--- src/rtl/aes_inv_round_ctrl.sv ---
// aes_inv_round_ctrl
// Iterative sequencer for the AES inverse cipher. It accepts one 128-bit
// ciphertext block, runs the initial AddRoundKey, then steps the shared
// combinational inverse-round datapath once per round while addressing the
// round-key store from key_idx = NR down to 0. It then holds the plaintext
// until the downstream stage takes it.
//
// Ports
//   clk, rst_n        rising-edge clock, asynchronous active-low reset
//   in_valid/in_ready ciphertext handshake, in_data (byte 0 at [127:120])
//   out_valid/out_ready plaintext handshake, out_data (same byte order)
//   key_idx           round-key index to the key store
//   round_key         key-store read data for key_idx (same cycle)
//   dp_state          state presented to the inverse-round datapath
//   dp_final          last round marker (datapath skips InvMixColumns)
//   dp_result         datapath output (combinational)
//   busy              high whenever a block is in flight
module aes_inv_round_ctrl #(
    parameter int unsigned NR = 10
) (
    input  logic         clk,
    input  logic         rst_n,
    input  logic         in_valid,
    output logic         in_ready,
    input  logic [127:0] in_data,
    output logic         out_valid,
    input  logic         out_ready,
    output logic [127:0] out_data,
    output logic [3:0]   key_idx,
    input  logic [127:0] round_key,
    output logic [127:0] dp_state,
    output logic         dp_final,
    input  logic [127:0] dp_result,
    output logic         busy
);

    localparam int unsigned KW = 4;
    localparam int unsigned DW = 128;
    localparam logic [KW-1:0] KEY_LAST = KW'(NR);

    typedef enum logic [1:0] {
        IDLE  = 2'd0,
        INIT  = 2'd1,
        ROUND = 2'd2,
        DONE  = 2'd3
    } state_t;

    state_t        state;
    logic [DW-1:0] state_reg;

    // The state register feeds both the datapath and the output stage.
    assign dp_state = state_reg;
    assign out_data = state_reg;

    // Sequencer: state, key index, cipher state and all handshake outputs.
    // Outputs are registered with the value they must take in the next state,
    // so no input reaches in_ready or out_valid combinationally.
    always_ff @(posedge clk or negedge rst_n) begin
        if (!rst_n) begin
            state     <= IDLE;
            state_reg <= '0;
            key_idx   <= KEY_LAST;
            in_ready  <= 1'b1;
            out_valid <= 1'b0;
            busy      <= 1'b0;
            dp_final  <= 1'b0;
        end else begin
            case (state)
                IDLE: begin
                    if (in_valid && in_ready) begin
                        state_reg <= in_data;
                        state     <= INIT;
                        in_ready  <= 1'b0;
                        busy      <= 1'b1;
                    end
                end
                INIT: begin
                    // Initial AddRoundKey with the last round key.
                    state_reg <= state_reg ^ round_key;
                    key_idx   <= KEY_LAST - KW'(1);
                    dp_final  <= (KEY_LAST == KW'(1));
                    state     <= ROUND;
                end
                ROUND: begin
                    state_reg <= dp_result;
                    if (key_idx == '0) begin
                        state     <= DONE;
                        out_valid <= 1'b1;
                        dp_final  <= 1'b0;
                    end else begin
                        key_idx  <= key_idx - KW'(1);
                        // Next cycle is the final round when we step to 0.
                        dp_final <= (key_idx == KW'(1));
                    end
                end
                DONE: begin
                    if (out_ready) begin
                        state     <= IDLE;
                        key_idx   <= KEY_LAST;
                        out_valid <= 1'b0;
                        busy      <= 1'b0;
                        in_ready  <= 1'b1;
                    end
                end
                default: begin
                    state     <= IDLE;
                    key_idx   <= KEY_LAST;
                    in_ready  <= 1'b1;
                    out_valid <= 1'b0;
                    busy      <= 1'b0;
                    dp_final  <= 1'b0;
                end
            endcase
        end
    end

endmodule

--- config.mk ---
export PLATFORM = sky130hd
export DESIGN_NAME = aes_inv_round_ctrl
export DESIGN_NICKNAME = d
export VERILOG_FILES = /design/src/rtl/aes_inv_round_ctrl.sv
export SDC_FILE = /design/constraint.sdc
export NUM_CORES = 1
export LEC_CHECK = 0
export CORE_AREA = 4 4 251 253
export DETAILED_ROUTE_END_ITERATION = 16
export DIE_AREA = 0 0 255 257
export PLACE_DENSITY = 0.42
export SETUP_SLACK_MARGIN = 0.15
export SYNTH_ARGS = -nofsm -noshare
export SYNTH_HDL_FRONTEND = slang
export SYNTH_SLANG_ARGS = --single-unit
--- constraint.sdc ---
create_clock -name clk -period 4.1 [get_ports clk]
set_input_delay 1.23 -clock clk [delete_from_list [all_inputs] [get_ports clk]]
set_output_delay 1.23 -clock clk [all_outputs]
set_load 0.02 [all_outputs]
Word-level counts from Yosys, hierarchy flattened
Cells that the tools add are included.

word-level totals
  logic and storage cells = 49
  bits of input ports = 388
  bits in registers = 138

operators by class
  mux-type cells = 19
  reduce and logical (&&, ||, !) cells = 13
  eq/ne operators = 8
  $add $sub $neg = 1
  bitwise gates (word level) = 1

operators by type and width
  cell                 count
  $pmux 128 s3         1
  $mux 128             1
  $xor 128x128->128    1
  $pmux 4 s3           1
  $reduce_and 3->1     4
  $mux 4               2
  $ne 2x2->1 const B   4
  $pmux 1 s2           4
  $pmux 2 s4           1
  $mux 1               6
  $mux 2               3
  $reduce_bool 2->1    3
  $reduce_bool 3->1    2
  $eq 2x2->1 const B   2
  $eq 4x1->1 const B   1
  $logic_not 4->1      1
  $sub 4x1->4 const B  1
  $eq 2x1->1 const B   1
  $logic_not 2->1      1
  $reduce_and 2->1     1
  $logic_and 1x1->1    1

Depth between registers and ports, before layout
  depth after elaboration = 3
  mapped depth = 8
  depth with buffers taken out = 6

Least setup slack after synthesis
OpenSTA, ideal clock, no wires.

  kind = in2reg
  start point = in in_valid
  end point = reg state_reg[81], in the netlist dp_state[81]
  arrival time = 2009 ps
  library setup time = 76 ps
  required time = 4024 ps
  path slack = 2015 ps
  stages on the path = 6
  cells stage by stage = nand3_1 -> o21a_1 -> buf_2 -> buf_1 -> nand2_1 -> o21ai_1

between the ends
  cells in the longest elaborated chain, start to end = 3

ends and longest elaborated chain
  element                     line  source
  start, declared             23    input logic in_valid,
  $logic_and 1x1->1           70    if (in_valid && in_ready) begin
  $ne 2x2->1 (no line)        --
  $reduce_and 2->1 (no line)  --
  end signal, assigned        71    state_reg <= in_data;
  end signal, assigned        79    state_reg <= state_reg ^ round_key;
  end signal, assigned        85    state_reg <= dp_result;
  end, declared               49    logic [DW-1:0] state_reg;

Every way passes these cells.
A chain may end at the register's enable or synchronous reset.

Worst setup path in the final report
  start point = reg key_idx[3]
  end point = out key_idx[3]

RTL lines
  element                 line  source
  start, declared         29    output logic [3:0] key_idx,
  start signal, assigned  80    key_idx <= KEY_LAST - KW'(1);
  start signal, assigned  91    key_idx <= key_idx - KW'(1);

No word-level cell between the ends.

==> impl_metrics.ini <==
[synthesis]
synth_top_cell_by_area = dfrtp_1
ys_ff_latch = 138
synthArstFlopShare_pct = 100.0
synthFlopType = dfrtp_1
yosysMostFrequentCell = o21ai_1
ys_top_cells_by_area = dfrtp_1 (37%), a221oi_1 (12%), xor2_1 (12%)
synth_nets = 1448
syn_area_per_cell_um2 = 8.711
synth_common_cells = o21ai_1 (214), nand2_1 (138), dfrtp_1 (135)
yosysSeqAreaShare_pct = 37.73
synth_area_mm2 = 0.009164
yosysTopAreaCellShare_pct = 36.87
synthCells = 1052
synth-edff-count = 0
ys_warn_count = 0
ys_types = 31

[floorplanning]
die_y_um = 257
start_util_pct = 15.02
io_pins = 652
die_area_mm2 = 0.06554
placementRows = 91
die_x_um = 255
core-area_mm2 = 0.06103

[power_and_ir_drop]
irDropWorstVdd_mv = 1.136
power.static_leakage_nw = 6.131
power.density_mw_per_mm2 = 960.3

[global_routing]
grt_pass1_vias = 10240
grt_max_degree = 76
grt_pass1_wl_mm = 70.56
grt-ovfl-total = 0
antenna_found_initial = 8
grt_use_total_pct = 14.26

[critical_path]
arrival_ns = 1.70
crit_family = buffers and inverters
max_stage_delay_ns = 0.66
cp.required_ns = 2.87
crit_slowest_cell = clkdlybuf4s50_1
worst-path-buf-inv = 1
startpoint_type = register
critPathMaxFanout = 6
critical_path.cell_chain = clkdlybuf4s50_1
cp-end-kind = output port
path_class = reg -> out
r2r_slack_ns = 1.72

[route]
drc = 0
dr.pass1.iters = 4
antenna_left = 0
vias = 9803
drt-initial-drc-count = 406
routed_wirelength_mm = 48.77
wire_per_inst_um = 20.94
vias_per_cell = 4.209

[finish]
drive_gt1_share_pct = 3.525
final_area_mm2 = 0.01614
nets = 1918
n_fill_cell = 6539
fin_util_pct = 26.44
syn_to_final_growth_pct = 76.11
largest_reg_flops = 128

[clock_tree]
path_clk_slew_ns = 0.06
clkSinkCount = 138
clk_latency_ns = 0.46
ctsResizeCount = 0
cts_tree = built
cts.hold.buffers_added = 0
root_buffer = clkbuf_16
clock_path_buffers = 2
post_cts_buffers = 0
cts_made_buffers = 17
htreeDepth = 4

[sta]
slew_viol_final = 0
fin_tns_setup_ns = 0
tightest_slew_ns = 0.8948
setup_violations = 0
min_period_ns = 2.932
rsz0062_at_grt = no
max_slew_margin_pct = 40.35
min_period_over_period_pct = 71.52
max_freq_mhz = 341.0
fin_skew_ns = 0.006953
hold_slack_ns = 0.5250
worst_slack_ns = 1.168
finalHoldViolCount = 0

[place]
gp_congestion = 0.7923
hpwl_mm = 36.05
postPlaceCellArea_mm2 = 0.01561
place_ws_ns = 1.094
numPortBuffers = 651

[run]
maxCapViolCount = 0

[min_path]
min_path_type = reg -> reg

[outcome]
outcome = finished, final reports clean
cells in the final DEF, fill, tap and decap left out, drive strengths merged, types with 2 or more instances in the layout:
cell	Yosys	routed
inv	5	5
or3b	2	2
xor2	128	128
clkbuf	57	21
dfrtp	135	135
clkdlybuf4s50	0	650
nor2b	3	3
nand3	3	3
buf	158	16
clkinvlp	0	4
a21oi	6	6
o21ai	258	258
nor3	2	2
nand2	138	138
nor2	4	4
a221oi	128	128
a22o	3	3
nand4	4	4
dfstp	3	3
ha	8	8
clkinv	0	4
diode	0	7
worst paths after layout:
kind / from / end / cells past startpoint
worst max-delay path: key_idx[3]$_DFFE_PN1P_ / key_idx[3] / 1
worst min-delay path: dp_final$_DFFE_PN0N_ / dp_final$_DFFE_PN0N_ / 1
worst max register to register: state[0]$_DFFE_PN0P_ / dp_state[2]$_DFFE_PN0P_ / 7
worst min register to register: dp_final$_DFFE_PN0N_ / dp_final$_DFFE_PN0N_ / 1
max in group asynchronous: rst_n / dp_state[23]$_DFFE_PN0P_ / 2
min in group asynchronous: rst_n / dp_state[73]$_DFFE_PN0P_ / 1
metal layers:
| metal | global-route usage (%) | share of wire (%) |
|---|---|---|
| met5 | 0 | 0.027 |
| met4 | 4.683 | 1.9 |
| met3 | 3.527 | 5.6 |
| met2 | 24.98 | 52 |
| met1 | 17.04 | 41 |
cell families (layout without fill, tap and decap cells):
family          count (synthesis)  count (layout)  synth area share, %
compound gates                399             399                27.31
xor+xnor                      128             128                12.23
fa+ha+maj                       8               8                1.092
buf+inv                       220             700                14.60
flops                         138             138                37.73
mux                             1               1               0.1092
other cells                     0               7                    0
simple gates                  158             158                6.936
per-stage QoR:
step                      instances  power [mW]
after CTS                      2322       15.80
after global placement         2293       14.10
after global routing           2329       16.68
final                          2329       15.50
after detailed placement       2293       14.23
after floorplan                1052       9.937
area by class of cell:
| cell class | count | area, um2 | share of cell area [%] |
|---|---|---|---|
| sequential | 138 | 3457 | 21.42 |
| clock inverter | 8 | 50.05 | 0.3101 |
| inverter | 5 | 21.27 | 0.1318 |
| clock buffer | 21 | 460.4 | 2.853 |
| tap | 790 | 988.4 | 6.125 |
| multi-input combinational | 694 | 4425 | 27.42 |
| antenna | 7 | 17.52 | 0.1085 |
| timing repair buffer | 666 | 6718 | 41.63 |
report_power, final:
part           internal, mW  total (mW)  switching (mW)  leakage (nW)
combinational          4.56        10.9            6.34          4.19
sequential             2.14        3.16            1.02          1.70
clock                 0.787        1.45           0.658         0.243
Power figures use the tool's default switching activity.
